## src/rtl/core_mem_access.sv

```systemverilog
// Memory-access stage: turns execute-stage loads/stores into single-outstanding
// data-bus transactions and registers the raw read word plus pass-through fields.
module core_mem_access #(
  parameter int ADDR_W = 32
) (
  input  logic              i_clk,
  input  logic              i_reset_n,
  input  logic              i_valid,
  input  logic              i_mem_read,
  input  logic              i_mem_write,
  input  logic [31:0]       i_alu_result,
  input  logic [31:0]       i_rs2,
  input  logic [2:0]        i_funct3,
  input  logic [1:0]        i_res_src,
  input  logic [29:0]       i_pc_p4,
  input  logic [4:0]        i_rd,
  input  logic              i_reg_write,
  output logic              o_stall,
  output logic              o_bus_req,
  output logic              o_bus_we,
  output logic [ADDR_W-3:0] o_bus_addr,
  output logic [31:0]       o_bus_wdata,
  output logic [3:0]        o_bus_wsel,
  input  logic              i_bus_ack,
  input  logic [31:0]       i_bus_rdata,
  output logic              o_valid,
  output logic              o_fault,
  output logic [31:0]       o_data,
  output logic [31:0]       o_alu_result,
  output logic [2:0]        o_funct3,
  output logic [1:0]        o_res_src,
  output logic [29:0]       o_pc_p4,
  output logic [4:0]        o_rd,
  output logic              o_reg_write
);

  typedef enum logic {IDLE, WAIT} state_t;

  state_t      state, state_nx;
  logic        is_mem;
  logic        size_ok;
  logic        legal;
  logic        issue;
  logic [31:0] wdata_nx;
  logic [3:0]  wsel_nx;

  // Access legality and store lane steering, decoded straight from the request.
  always_comb begin
    // NOTE: every always_comb output gets a default first so no path infers a latch.
    size_ok  = 1'b0;
    wdata_nx = '0;
    wsel_nx  = 4'b1111;
    is_mem   = i_valid & (i_mem_read | i_mem_write);

    case (i_funct3)
      3'b000, 3'b100: size_ok = 1'b1;
      3'b001, 3'b101: size_ok = ~i_alu_result[0];
      3'b010:         size_ok = (i_alu_result[1:0] == 2'b00);
      default:        size_ok = 1'b0;
    endcase
    // Stores have no unsigned variants.
    legal = size_ok & ~(i_mem_write & i_funct3[2]);
    issue = is_mem & legal;

    if (i_mem_write) begin
      case (i_funct3[1:0])
        2'b00: begin
          wdata_nx = {4{i_rs2[7:0]}};
          wsel_nx  = 4'b0001 << i_alu_result[1:0];
        end
        2'b01: begin
          wdata_nx = {2{i_rs2[15:0]}};
          wsel_nx  = i_alu_result[1] ? 4'b1100 : 4'b0011;
        end
        default: begin
          wdata_nx = i_rs2;
          wsel_nx  = 4'b1111;
        end
      endcase
    end
  end

  always_comb begin
    state_nx = state;
    o_stall  = 1'b0;
    case (state)
      IDLE: begin
        if (issue) begin
          state_nx = WAIT;
          o_stall  = 1'b1;
        end
      end
      WAIT: begin
        o_stall = ~i_bus_ack;
        if (i_bus_ack) state_nx = IDLE;
      end
      default: state_nx = IDLE;
    endcase
  end

  always_ff @(posedge i_clk) begin
    // NOTE: sequential state uses non-blocking assignments so every flop samples pre-edge values.
    if (!i_reset_n) state <= IDLE;
    else            state <= state_nx;
  end

  always_ff @(posedge i_clk) begin
    if (!i_reset_n) begin
      o_bus_req    <= 1'b0;
      o_bus_we     <= 1'b0;
      o_bus_addr   <= '0;
      o_bus_wdata  <= '0;
      o_bus_wsel   <= '0;
      o_valid      <= 1'b0;
      o_fault      <= 1'b0;
      o_data       <= '0;
      o_alu_result <= '0;
      o_funct3     <= '0;
      o_res_src    <= '0;
      o_pc_p4      <= '0;
      o_rd         <= '0;
      o_reg_write  <= 1'b0;
    end else begin
      // Upstream holds its outputs while stalled, so pass-through can load every cycle.
      o_alu_result <= i_alu_result;
      o_funct3     <= i_funct3;
      o_res_src    <= i_res_src;
      o_pc_p4      <= i_pc_p4;
      o_rd         <= i_rd;
      o_reg_write  <= i_reg_write;
      o_fault      <= 1'b0;

      case (state)
        IDLE: begin
          if (is_mem && !legal) begin
            o_valid     <= 1'b1;
            o_fault     <= 1'b1;
            o_reg_write <= 1'b0;
          end else if (issue) begin
            o_valid     <= 1'b0;
            o_bus_req   <= 1'b1;
            o_bus_we    <= i_mem_write;
            o_bus_addr  <= i_alu_result[ADDR_W-1:2];
            o_bus_wdata <= wdata_nx;
            o_bus_wsel  <= wsel_nx;
          end else begin
            o_valid <= i_valid;
          end
        end
        WAIT: begin
          if (i_bus_ack) begin
            o_valid   <= 1'b1;
            o_bus_req <= 1'b0;
            if (!o_bus_we) o_data <= i_bus_rdata;
          end else begin
            o_valid <= 1'b0;
          end
        end
        default: o_valid <= 1'b0;
      endcase
    end
  end

endmodule

```

## config.mk

```make
export PLATFORM = sky130hd
export DESIGN_NAME = core_mem_access
export DESIGN_NICKNAME = d
export VERILOG_FILES = /design/src/rtl/core_mem_access.sv
export SDC_FILE = /design/constraint.sdc
export NUM_CORES = 1
export LEC_CHECK = 0
export CELL_PAD_IN_SITES_DETAIL_PLACEMENT = 0
export CELL_PAD_IN_SITES_GLOBAL_PLACEMENT = 2
export CORE_ASPECT_RATIO = 0.9
export CORE_UTILIZATION = 23
export DETAILED_ROUTE_END_ITERATION = 12
export GPL_TIMING_DRIVEN = 0
export PLACE_DENSITY = 0.92
export SLEW_MARGIN = 20
export SYNTH_ARGS = -nofsm -noshare
export SYNTH_HDL_FRONTEND = slang
export SYNTH_SLANG_ARGS = --single-unit
```

## constraint.sdc

```tcl
create_clock -name i_clk -period 3.5 [get_ports i_clk]
set_input_delay 0.875 -clock i_clk [delete_from_list [all_inputs] [get_ports i_clk]]
set_output_delay 0.875 -clock i_clk [all_outputs]
set_load 0.03 [all_outputs]
```

==> results_dict.tcl <==
set metrics [dict create \
    drive_gt1_share_pct 5.40 \
    critPathCaptureType "output pin" \
    power_mw 4.87 \
    route.vias.total 5278 \
    grt_use_total_pct 15.4 \
    dr.pass1.iters 4 \
    syn_inst 596 \
    drv_cap 0 \
    grt_pass1_vias 5190 \
    yosysSeqAreaShare_pct 59.7 \
    synth_top_area_share_pct 59.7 \
    die_w_um 171 \
    place_inst 1254 \
    drv_slew 0 \
    dp_slack_ps -524 \
    tightest_slew_ps 814 \
    post_dp_cell_area_um2 9490 \
    setup_slack_ps 135 \
    drtIter0Drc 157 \
    synth_nets 739 \
    yosys-top-cells-area "dfxtp_1 (60%), nand2_1 (8.8%), and2_1 (7.9%)" \
    avgViaCountPerCell 4.10 \
    ys_warn_count 0 \
    stdcell_count 1288 \
    design_area_um2 10100 \
    cts_buffers 17 \
    status "completed" \
    start_kind "input pin" \
    clock.fmax_ghz 0.297 \
    whs_ps 451 \
    final_core_utilization_pct 40.3 \
    clock-skew-final_ps 9.16 \
    routabilityCongestion 0.752 \
    slew_headroom_pct 45.7 \
    hold_violations 0 \
    grt_max_degree 17 \
    crit_path_max_fanout 10 \
    cts.sinks 176 \
    async_flop_share_pct 0 \
    powerDensity_nw_per_um2 480 \
    syn_avg_cell_area_um2 9.89 \
    synth_edf_count 0 \
    critPathKind "in -> out" \
    max_stage_delay_ps 510 \
    post_drt_wl_per_cell_um 15.7 \
    setup_tns_ps 0 \
    rsz0062_at_grt "false" \
    die_area_um2 26300 \
    ioPinCount 319 \
    netlist_area_um2 5900 \
    crit_path_cell_trace "clkdlybuf4s50_1, a221oi_2, o221ai_1, buf_4, o21ai_0, buf_4" \
    fin_nets 1075 \
    crit_slowest_cell "clkdlybuf4s50_1" \
    arrival_ps 2490 \
    hpwl_um 15300 \
    rows 55 \
    cts_root_buf "clkbuf_16" \
    clk_latency_ps 420 \
    clk_pin_slew_ps 70 \
    synth_seq_cells 176 \
    hp-class "reg -> reg" \
    period_minus_slack_ps 3360 \
    route.detailed.drc 0 \
    gr-total-overflow 0 \
    coreArea_um2 25200 \
    critical-path-top-delay-family "buffers and inverters" \
    synthToLayoutAreaGrowth_pct 71.9 \
    die_h_um 154 \
    cts_tree "built" \
    cp_common_cell "buf_4" \
    portBuffers 316 \
    yosysUniqueCellTypes 31 \
    synth_area_leader_cell "dfxtp_1" \
    cp.required_ps 2620 \
    finalCritPeriodShare_pct 96.1 \
    yosys-top-cells-count "dfxtp_1 (176), nand2_1 (138), and2_1 (74), nand3_1 (39), a21boi_0 (34)" \
    grt_pass1_wl_um 30300 \
    yosysMostFrequentCell "dfxtp_1" \
    setup_viol 0 \
    cp.buffers_inverters 3 \
    drt-total-wl_um 20200 \
    synth_ff_type "dfxtp_1" \
    ir_worst_vdd_mv 0.234 \
    p_leak_nw 3.93 \
    ant_nets 0 \
    htree_levels 4 \
    clockBufferDepth 2 \
    antenna_found_initial 1 \
    initial_utilization_pct 23.4 \
]
## tightest hold or removal path, stage by stage (launching register included)
cell and delay, ps:
dfxtp_1 310, nand3_1 60, nand2_1 40
## layer usage
layer  vias to the layer above  GRT usage (%)  routed length, um
met5                         -              0                  0
met4                         0           4.46                248
met3                        15           4.74               1450
met2                       187           25.3               9680
met1                      2431           19.3               8850
li1                       2645              -                  -
## power by group
| group | leakage (nW) | internal [mW] | switching [mW] |
|---|---|---|---|
| registers | 1.44 | 2.08 | 0.0304 |
| clock network | 0.305 | 1.18 | 0.862 |
| logic | 2.19 | 0.345 | 0.365 |
## area by class of cell
class | count | area (um^2)
timing repair buffer | 317 | 3170
antenna | 1 | 2.50
inverter | 2 | 7.51
buffer | 42 | 184
clock buffer | 20 | 457
fill | 2532 | 15000
clock inverter | 12 | 170
tap | 342 | 428
multi-input combinational | 376 | 2190
sequential | 176 | 3520
## final timing paths
kind | start | to | slack, ps | cells past startpoint
max | i_mem_write | o_stall | 140 | 6
max reg2reg | state | o_bus_we | 1810 | 6
min reg2reg | o_bus_addr[8] | o_bus_addr[8] | 450 | 2
min | o_bus_addr[8] | o_bus_addr[8] | 450 | 2
## timing repair
item	in CTS	in global routing
setup endpoints to repair	1	1
resized for setup	8	4
cloned	0	0
pin swaps	0	1
setup buffers	0	1
hold buffers	0	0
## state kept, by name, indices dropped and copies added, names as in the netlist
name	flops
o_pc_p4	30
state	1
o_bus_we	1
o_alu_result	32
o_bus_addr	30
o_data	32
o_bus_req	1
o_funct3	3
o_bus_wsel	4
o_bus_wdata	32
o_rd	5
o_res_src	2
o_fault	1
o_reg_write	1
o_valid	1
## cell usage in the layout (no fill, tap or decap), drive strengths merged
cell type      netlist  layout
o21ai               10      10
o221a                1       1
nor4                 1       1
clkbuf              23      43
nor2b                3       3
a221oi               1       1
nand3               39      39
dfxtp              176     176
clkdlybuf4s50        0     313
nor2                 6       6
o2bb2ai              9       9
a21oi                1       1
a21o                 1       1
o31ai                7       7
bufinv               0       3
a21boi              34      34
o221ai               1       1
dlymetal6s2s         0       2
and3                 1       1
inv                  2       8
nor3                 1       1
clkinvlp             0       1
or3                  1       1
o211a                3       3
nand2              138     138
diode                0       1
and2                74      74
mux2i               24      24
clkinv               0       2
or2                  1       1
a22o                16      16
o211ai               3       3
buf                 19      21
## cell families (layout without fill, tap and decap cells)
group,count (synthesis),in the layout,share of synthesized area [%]
buffers and inverters,44,393,3.20
other,0,1,0
AOI/OAI and AO/OA,87,87,11.5
and+or+nand+nor,265,265,21.5
muxes,24,24,4.07
DFF,176,176,59.7
Power figures use the tool's default switching activity.
